`src/rtl/serial_adder.sv`:
```
// +------------------------------------------------------------------------+
// | serial_adder: bit-serial adder, one full_adder cell reused per clock   |
// | Revision: 1.0                                                          |
// +------------------------------------------------------------------------+
`default_nettype none

module full_adder (
  input  logic a,
  input  logic b,
  input  logic c_in,
  output logic sum,
  output logic c_out
);
  assign sum   = a ^ b ^ c_in;
  assign c_out = (a & b) | (c_in & (a ^ b));
endmodule

module serial_adder #(
  parameter int WIDTH = 8
) (
  input  logic             clk,
  input  logic             rst,
  input  logic             start,
  input  logic [WIDTH-1:0] a,
  input  logic [WIDTH-1:0] b,
  input  logic             c_in,
  output logic             busy,
  output logic             done,
  output logic [WIDTH-1:0] sum,
  output logic             c_out
);

  localparam int CNT_W = (WIDTH < 2) ? 1 : $clog2(WIDTH + 1);
  localparam logic [CNT_W-1:0] LAST = CNT_W'(WIDTH - 1);

  typedef enum logic [1:0] {
    IDLE = 2'd0,
    RUN  = 2'd1,
    DONE = 2'd2
  } state_t;

  state_t           state;
  state_t           state_next;
  logic [WIDTH-1:0] sa;
  logic [WIDTH-1:0] sb;
  logic [WIDTH-1:0] acc;
  logic [WIDTH-1:0] acc_next;
  logic             cy;
  logic [CNT_W-1:0] cnt;
  logic             fa_sum;
  logic             fa_carry;
  logic             last_bit;

  full_adder u_fa (
    .a     (sa[0]),
    .b     (sb[0]),
    .c_in  (cy),
    .sum   (fa_sum),
    .c_out (fa_carry)
  );

  // New bit enters at the MSB so bit i settles in acc[i] after WIDTH shifts.
  generate
    if (WIDTH == 1) begin : g_acc_w1
      assign acc_next = fa_sum;
    end else begin : g_acc_wide
      assign acc_next = {fa_sum, acc[WIDTH-1:1]};
    end
  endgenerate

  assign last_bit = (cnt == LAST);

  always_ff @(posedge clk) begin
    if (rst) begin
      state <= IDLE;
    end else begin
      state <= state_next;
    end
  end

  always_comb begin
    state_next = state;
    busy       = 1'b0;
    done       = 1'b0;
    case (state)
      IDLE: begin
        if (start) state_next = RUN;
      end
      RUN: begin
        busy = 1'b1;
        if (last_bit) state_next = DONE;
      end
      DONE: begin
        done       = 1'b1;
        state_next = start ? RUN : IDLE;
      end
      default: state_next = IDLE;
    endcase
  end

  always_ff @(posedge clk) begin
    if (rst) begin
      sa    <= '0;
      sb    <= '0;
      acc   <= '0;
      cy    <= 1'b0;
      cnt   <= '0;
      sum   <= '0;
      c_out <= 1'b0;
    end else begin
      case (state)
        IDLE, DONE: begin
          if (start) begin
            sa  <= a;
            sb  <= b;
            cy  <= c_in;
            cnt <= '0;
            acc <= '0;
          end
        end
        RUN: begin
          sa  <= sa >> 1;
          sb  <= sb >> 1;
          acc <= acc_next;
          cy  <= fa_carry;
          cnt <= cnt + CNT_W'(1);
          if (last_bit) begin
            sum   <= acc_next;
            c_out <= fa_carry;
          end
        end
        default: ;
      endcase
    end
  end

endmodule

`default_nettype wire

```
`config.mk`:
```
export PLATFORM = sky130hd
export DESIGN_NAME = serial_adder
export DESIGN_NICKNAME = d
export VERILOG_FILES = /design/src/rtl/serial_adder.sv
export SDC_FILE = /design/constraint.sdc
export NUM_CORES = 1
export LEC_CHECK = 0
export BUFFER_PORTS_ARGS = -buffer_cell sky130_fd_sc_hd__buf_2
export CAP_MARGIN = 10
export CORE_UTILIZATION = 45
export DETAILED_ROUTE_END_ITERATION = 8
export GPL_ROUTABILITY_DRIVEN = 1
export GPL_TIMING_DRIVEN = 1
export PLACE_DENSITY = 0.69
export SLEW_MARGIN = 15
export SYNTH_ARGS = -nofsm -noshare
export SYNTH_HDL_FRONTEND = slang
export SYNTH_SLANG_ARGS = --single-unit
```
`constraint.sdc`:
```
create_clock -name clk -period 1.2 [get_ports clk]
set_input_delay 0.18 -clock clk [delete_from_list [all_inputs] [get_ports clk]]
set_output_delay 0.18 -clock clk [all_outputs]
set_load 0.1 [all_outputs]
```
* Word-level counts from Yosys, hierarchy flattened
Cells that the tools add are included. Widths: inputs -> output; s select.
Storage, ports and cells: bits in registers 40, input port bits 20, output and inout port bits 11, logic and storage cells 42
Cells by class: add/subtract/negate cells 1, equality and inequality tests 6, muxes and demuxes 16, bitwise gates (word level) 5, reductions and logical operators 6
Operator list (count):
- $pmux 8 s2 | 3
- $mux 8 | 3
- $pmux 4 s2 | 1
- $ne 2x2->1 const B | 3
- $pmux 2 s3 | 1
- $reduce_and 2->1 | 3
- $add 4x1->4 const B | 1
- $eq 4x3->1 const B | 1
- $mux 1 | 4
- $mux 2 | 2
- $mux 4 | 1
- $and 1x1->1 | 2
- $eq 2x1->1 const B | 1
- $eq 2x2->1 const B | 1
- $logic_not 2->1 | 1
- $pmux 1 s2 | 1
- $reduce_bool 2->1 | 1
- $reduce_or 2->1 | 1
- $xor 1x1->1 | 2
- $or 1x1->1 | 1

* Longest topological paths before layout
Gate-level depths: netlist (run 1).
depth after elaboration 4, depth in mapped cells 5, depth with buffers taken out 4

* By module
Synthesis (run 1) repeated with hierarchy kept, for this count alone.
Second synthesis, totals: cells, all modules 178, area total of the unflattened synthesis 1679.1 um2
By module, submodules not included:
- serial_adder | instances 1, cells each 177, area an instance 1659.1 um2, seq. area each 780.7 um2
- full_adder | instances 1, cells each 1, area an instance 20.0 um2, seq. area each 0.0 um2

* Worst setup path after synthesis (run 1)
No wires, ideal clock.
path kind reg2out, from register state[0], to output done, arrival time 1.664 ns, required time 1.020 ns, slack -0.644 ns, stages on the path, launching flop included 2, buffers on the path 0, cells stage by stage dfxtp_1 > nor2b_1
On the way: cells in the longest elaborated chain, start to end 2
Ends and longest elaborated chain:
- start: declaration | line 42 | state_t state;
- start signal: assignment | line 77 | state <= state_next;
- $eq 2x2->1 | line 85 | case (state)
- $mux 1 | line 85
- end: declaration | line 28 | output logic done,
Every way passes these cells.

* Worst setup path after layout (run 1)
from register state[1], to output busy
On the way: cells in the longest elaborated chain, start to end 2
Ends and longest elaborated chain:
- $eq 2x1->1 | line 85
- $mux 1 | line 85
- end: declaration | line 27 | output logic busy,
Every way passes these cells.

==> reports/results.ini, run 1 <==
[setup_path]
start_kind=flip-flop
path_buf_inv=3
cp_top_family=flip-flops
crit_fanout=2
crit_top_cell=buf_12
cp_data_required_time_ns=1.02
path_class=flip-flop to primary output
critPathSlowestCell=dfxtp_2
critPathMaxStageDelay_ns=0.34
worst_ep_arrival_time_ns=1.10
path_cells=nand2b_4, clkinv_4, buf_12, buf_12
worst_setup_path_end_kind=primary output

[placement]
pre_cts_ws_ns=-0.08376
place_area_um2=2155
port_buffers=30
place_congestion=0.7647
dp_hpwl_mm=2.400

[grt]
grt.overflow.total=0
grt_pass1_wl_mm=6.141
grt_pass1_vias=1378
grt_max_degree=32
antenna_found_initial=0
track_usage_pct=20.11

[sta]
max_slew_margin_pct=82.28
slew_violations=0
setup_ws_ns=-0.07711
setup_viol=11
tightestPinTransition_ns=0.2653
fin_crit_sh_pct=106.4
tns_ns=-0.2348
hold_violations=0
clock_skew_ns=0.008030
fmax_ghz=0.7830
rsz0062_at_grt=true
post-route-min-period_ns=1.277

[synth]
avgSynthCellArea_um2=9.363
syn-num-nets=200
async_reset_ff_share_pct=0
syn-instance-count=178
ys_seq_area_share_pct=46.85
ys_warn_count=0
synth_edf_count=0
ys_types=26
synth-seq-cells=39
ys.flop_type=dfxtp_1
syn-cell-area_um2=1667

[drt]
drtIter0Drc=41
wire_per_inst_um=14.54
drc=0
via_per_inst=5.379
wl_mm=3.912
vias=1447
antenna_left=0
first_pass_iters=4

[clock_network]
cts_buffers=5
worstSkewPairLatency_ns=0.29
cts_buffer_depth=2
clkSlewWorstSetupHoldPaths_ns=0.07
cts_root_buf=clkbuf_8
holdBufCountCts=0
clkSinkCount=39
cts_htree_levels=2
cts_tree=built

[finish]
fin_nets=244
drive_above_1_share_pct=44.84
final_area_um2=2461
area_delta_synth_final_pct=47.67
antenna_cells=0

[power_and_ir_drop]
seq_power_share_pct=51.0
p_switching_uw=721.2
p_leak_uw=0.0008970
p_int_uw=1985
ir_worst_vdd_uv=808.7
switching_share_pct=26.65
combPwrFrac_pct=17.8
p_clk_share_pct=31.2
power.density_nw_per_um2=1100

[die]
io-pin-count=31
die_w_um=62.86
die_y_um=62.86
core-area_um2=3442
row_count=21
start_util_pct=48.42
dieArea_um2=3951

[status]
violations=setup timing
status=complete, but fails checks

[min_path]
hold_path.class=input port to flip-flop

[job]
max-cap-violations=0

==> cell families after synthesis <==
logic type | share of synthesized area, %
AOI/OAI and AO/OA | 15.92
and+or+nand+nor | 22.07
muxes | 6.982
adders and majority gates | 1.952
buffers and inverters | 6.230
DFF | 46.85
==> routing by layer <==
layer | vias to the layer above | global-route usage (%) | wire length (um)
met3 | 2 | 5.292 | 193
met4 | 0 | 6.105 | 19
met2 | 41 | 37.64 | 2111
met1 | 687 | 21.79 | 1588
met5 | - | 0 | 0
li1 | 717 | - | -
==> cells in the final DEF, fill, tap and decap left out, types with 2 or more instances in the layout <==
cell / count
buf_12: 17
a21oi_1: 22
mux2_4: 2
buf_6: 4
clkbuf_16: 2
clkbuf_8: 5
dfxtp_1: 26
buf_4: 9
buf_2: 19
a21oi_2: 6
mux2i_1: 9
nand2_1: 10
dfxtp_2: 12
a22oi_1: 2
nor2_1: 2
a22oi_2: 13
nand3_1: 26
nand2b_1: 19
==> state kept, by name, summed over array words and instances, names as in the netlist <==
name,count
acc,7
cnt,4
sb,8
sum,8
state,2
sa,8
c_out,1
cy,1
==> cells in the mapped netlist, drive strengths merged, types with 2 or more instances <==
cell    count  area, um^2
a21oi      28       140.1
a22oi      15       112.6
buf        12       87.57
clkbuf      3       11.26
dfxtp      39       780.8
mux2        2       26.27
mux2i       9       90.09
nand2      10       37.54
nand2b     21       133.9
nand3      26       130.1
nor2        3       27.53
nor2b       2       12.51
==> worst paths after layout <==
path,startpoint,to,slack [ns],depth (start not counted)
setup / recovery,state[1],busy,-0.08,4
hold / removal,a[7],sa[7],0.13,3
setup reg to reg,state[1],cnt[3],-0.03,5
hold reg to reg,sb[3],sb[3],0.47,2
==> cell type report <==
class | count | area [um^2]
clock buffers | 6 | 72.57
clock inverters | 2 | 12.51
fillers | 248 | 980.9
inverters | 1 | 8.758
multi-input cells | 124 | 912.1
flip-flops and latches | 39 | 799.5
well taps | 46 | 57.56
repair buffers | 51 | 598.1
==> timing repair <==
item / CTS / global route
hold endpoints to repair: 0 / 0
setup buffers: 4 / 1
gates resized for setup: 11 / 19
setup endpoints to repair: 28 / 38
cloned: 1 / 2
pin swaps: 5 / 16
==> through the flow <==
stage	hold slack, ns	std cells	total power, uW	util [%]
finish	0.1280	269	2706	71.50
global route	0.1421	269	2815	71.50
CTS	0.1203	266	2644	67.50
detailed placement	0.4339	253	1780	62.60
global placement	0.4252	253	1762	62.60
floorplan	0.3160	178	1634	-
==> worst min-delay path, cell delays in order <==
cell	delay (ns)
buf_2	0.09
nand2_1	0.04
a21oi_1	0.05
==> power by group through the flow <==
| stage | Clock (uW) | Sequential (uW) | Combinational, uW |
|---|---|---|---|
| after floorplan | 0 | 1400 | 236 |
| after global placement | 0 | 1400 | 363 |
| after detailed placement | 0 | 1400 | 376 |
| after CTS | 859 | 1380 | 409 |
| after global routing | 915 | 1390 | 514 |
| final | 845 | 1380 | 481 |
No activity file was read; power rests on OpenSTA's default activity.
==> run 2, diff against run 1 <==
--- a/config.mk
+++ b/config.mk
@@ -6,11 +6,10 @@
 export NUM_CORES = 1
 export LEC_CHECK = 0
 export BUFFER_PORTS_ARGS = -buffer_cell sky130_fd_sc_hd__buf_2
-export CAP_MARGIN = 10
 export CORE_UTILIZATION = 45
 export DETAILED_ROUTE_END_ITERATION = 8
 export GPL_ROUTABILITY_DRIVEN = 1
-export GPL_TIMING_DRIVEN = 1
+export GPL_TIMING_DRIVEN = 0
 export PLACE_DENSITY = 0.69
 export SLEW_MARGIN = 15
 export SYNTH_ARGS = -nofsm -noshare
==> run 2 against run 1 <==
Net effect:
- the flow still finishes with violations (setup timing)
- non-clock buffer count up 2
- utilization decreased by 7.2 points
- hold slack got worse by 0.0079 ns
- critical endpoint unchanged
==> reports/results.ini, run 2 (same netlist as run 1, synthesis figures left out) <==
[status]
status=complete, but fails checks
violations=setup timing

[finish]
fin_nets=246
largest_registers=sa (8), sb (8), sum (8)
fillers=300
layout_commonest_cell=a21oi_1
area_delta_synth_final_pct=32.73
instances_no_fill=271
antenna_cells=0
drive_above_1_share_pct=37.33
final_cell_mix=a21oi_1, nand3_1, dfxtp_1, buf_4

[setup_path]
path_class=flip-flop to primary output
crit_path_start=state[1]
worst_setup_path_end_kind=primary output
worst_ep_arrival_time_ns=1.11
start_kind=flip-flop
r2r_start=state[1]
cp_data_required_time_ns=1.02
crit_fanout=3

[placement]
port_buffers=30
place_congestion=0.7739
pre_cts_ws_ns=-0.2932
dp_hpwl_mm=2.458
dp.cells=254

[sta]
slew_violations=0
post-route-min-period_ns=1.288
fin_crit_sh_pct=107.3
setup_ws_ns=-0.08798
tightestPinTransition_ns=0.4414
setup_viol=22
max_slew_margin_pct=70.57
hold_violations=0
clock_skew_ns=0.003899
rsz0062_at_grt=true
fmax_ghz=0.7764

[die]
io-pin-count=31
dieArea_um2=3951
core-area_um2=3442
row_count=21
die_y_um=62.86
start_util_pct=48.42
die_w_um=62.86

[grt]
met3_usage_pct=6.022
track_usage_pct=20.60
grt.overflow.total=0
grt_max_degree=13
grt_pass1_wl_mm=6.306
grt_use_met2_pct=36.68
antenna_found_initial=0
grt_util_met1_pct=23.24
top_usage_layer=met2
grt_pass1_vias=1391

[clock_network]
cts_htree_levels=2
cts_buffers=5
clkSinkCount=39
cts_buffer_depth=2
worstSkewPairLatency_ns=0.29
cts_tree=built
clkSlewWorstSetupHoldPaths_ns=0.07
cts_root_buf=clkbuf_8

[power_and_ir_drop]
power.density_nw_per_um2=1309
ir_worst_vdd_uv=681.0
seq_power_share_pct=47.6
combPwrFrac_pct=13.2
switching_share_pct=24.56
p_int_uw=2185
p_leak_uw=0.0008393
p_clk_share_pct=39.2
p_switching_uw=711.4

[drt]
first_pass_iters=4
wire_per_inst_um=14.09
drtIter0Drc=51
via_per_inst=5.443
vias=1475
wl_mm=3.819
antenna_left=0
drc=0

[min_path]
hold_path.class=input port to flip-flop
hp-start=a[7]

[job]
max-cap-violations=0

run 2: changes by cell type in the layout (fill, tap and decap cells not counted), sizes merged:
cell	before	now
buf	49	50
bufinv	0	1
clkbuf	8	9
clkinvlp	1	0
run 2: worst paths after layout:
kind	cells past startpoint	end	slack, ns
worst min-delay path	3	sa[7]	0.12
worst min register to register	2	sb[3]	0.47
worst max register to register	6	sa[4]	-0.08
worst max-delay path	4	busy	-0.09
run 2: power groups by stage:
stage | clock [uW] | sequential (uW) | combinational (uW)
2_1_floorplan | 0 | 1400 | 236
3_3_place_gp | 0 | 1400 | 315
3_5_place_dp | 0 | 1410 | 325
4_1_cts | 1140 | 1380 | 363
5_1_grt | 1210 | 1380 | 421
6_report | 1140 | 1380 | 383
run 2: area by class of cell:
type,instances,area [um^2],area share [%]
inverter,1,8.758,0.3959
buffer,14,102.6,4.638
clock inverter,2,35.03,1.584
timing repair buffer,39,272.8,12.33
tap,46,57.56,2.602
clock buffer,6,82.58,3.733
sequential,39,804.5,36.37
multi-input combinational,124,848.3,38.35
run 2: critical path, cell delays in order, from the launching register on:
cell and delay [ns]:
dfxtp_2 0.33, nand2b_4 0.14, clkinv_4 0.06, buf_8 0.12, buf_12 0.15
run 2: routing by layer:
| metal | vias to the layer above | wire length [um] |
|---|---|---|
| met5 | - | 0 |
| met4 | 0 | 68 |
| met3 | 7 | 176 |
| met2 | 41 | 1989 |
| met1 | 705 | 1585 |
| li1 | 722 | - |
run 2: what timing repair did:
item                                    in CTS  in global routing
cloned                                       1                  0
gates resized for setup                     24                 11
endpoints found under the setup margin      32                 35
buffers inserted                             6                  3
hold buffers                                 0                  0
pin swaps                                    2                  0
run 2: stage by stage:
step	setup TNS (ns)	cell area (um^2)	hold WS [ns]	total power [uW]	utilization (%)
after detailed placement	-2.094	1908	0.4285	1731	55.43
after CTS	-0.5158	2143	0.1200	2883	62.27
final	-0.7741	2212	0.1200	2896	64.27
after global routing	-2.672	2212	0.1352	3014	64.27
after floorplan	-0.05490	1700	0.3160	1634	-
after global placement	-1.215	1908	0.4280	1718	55.43
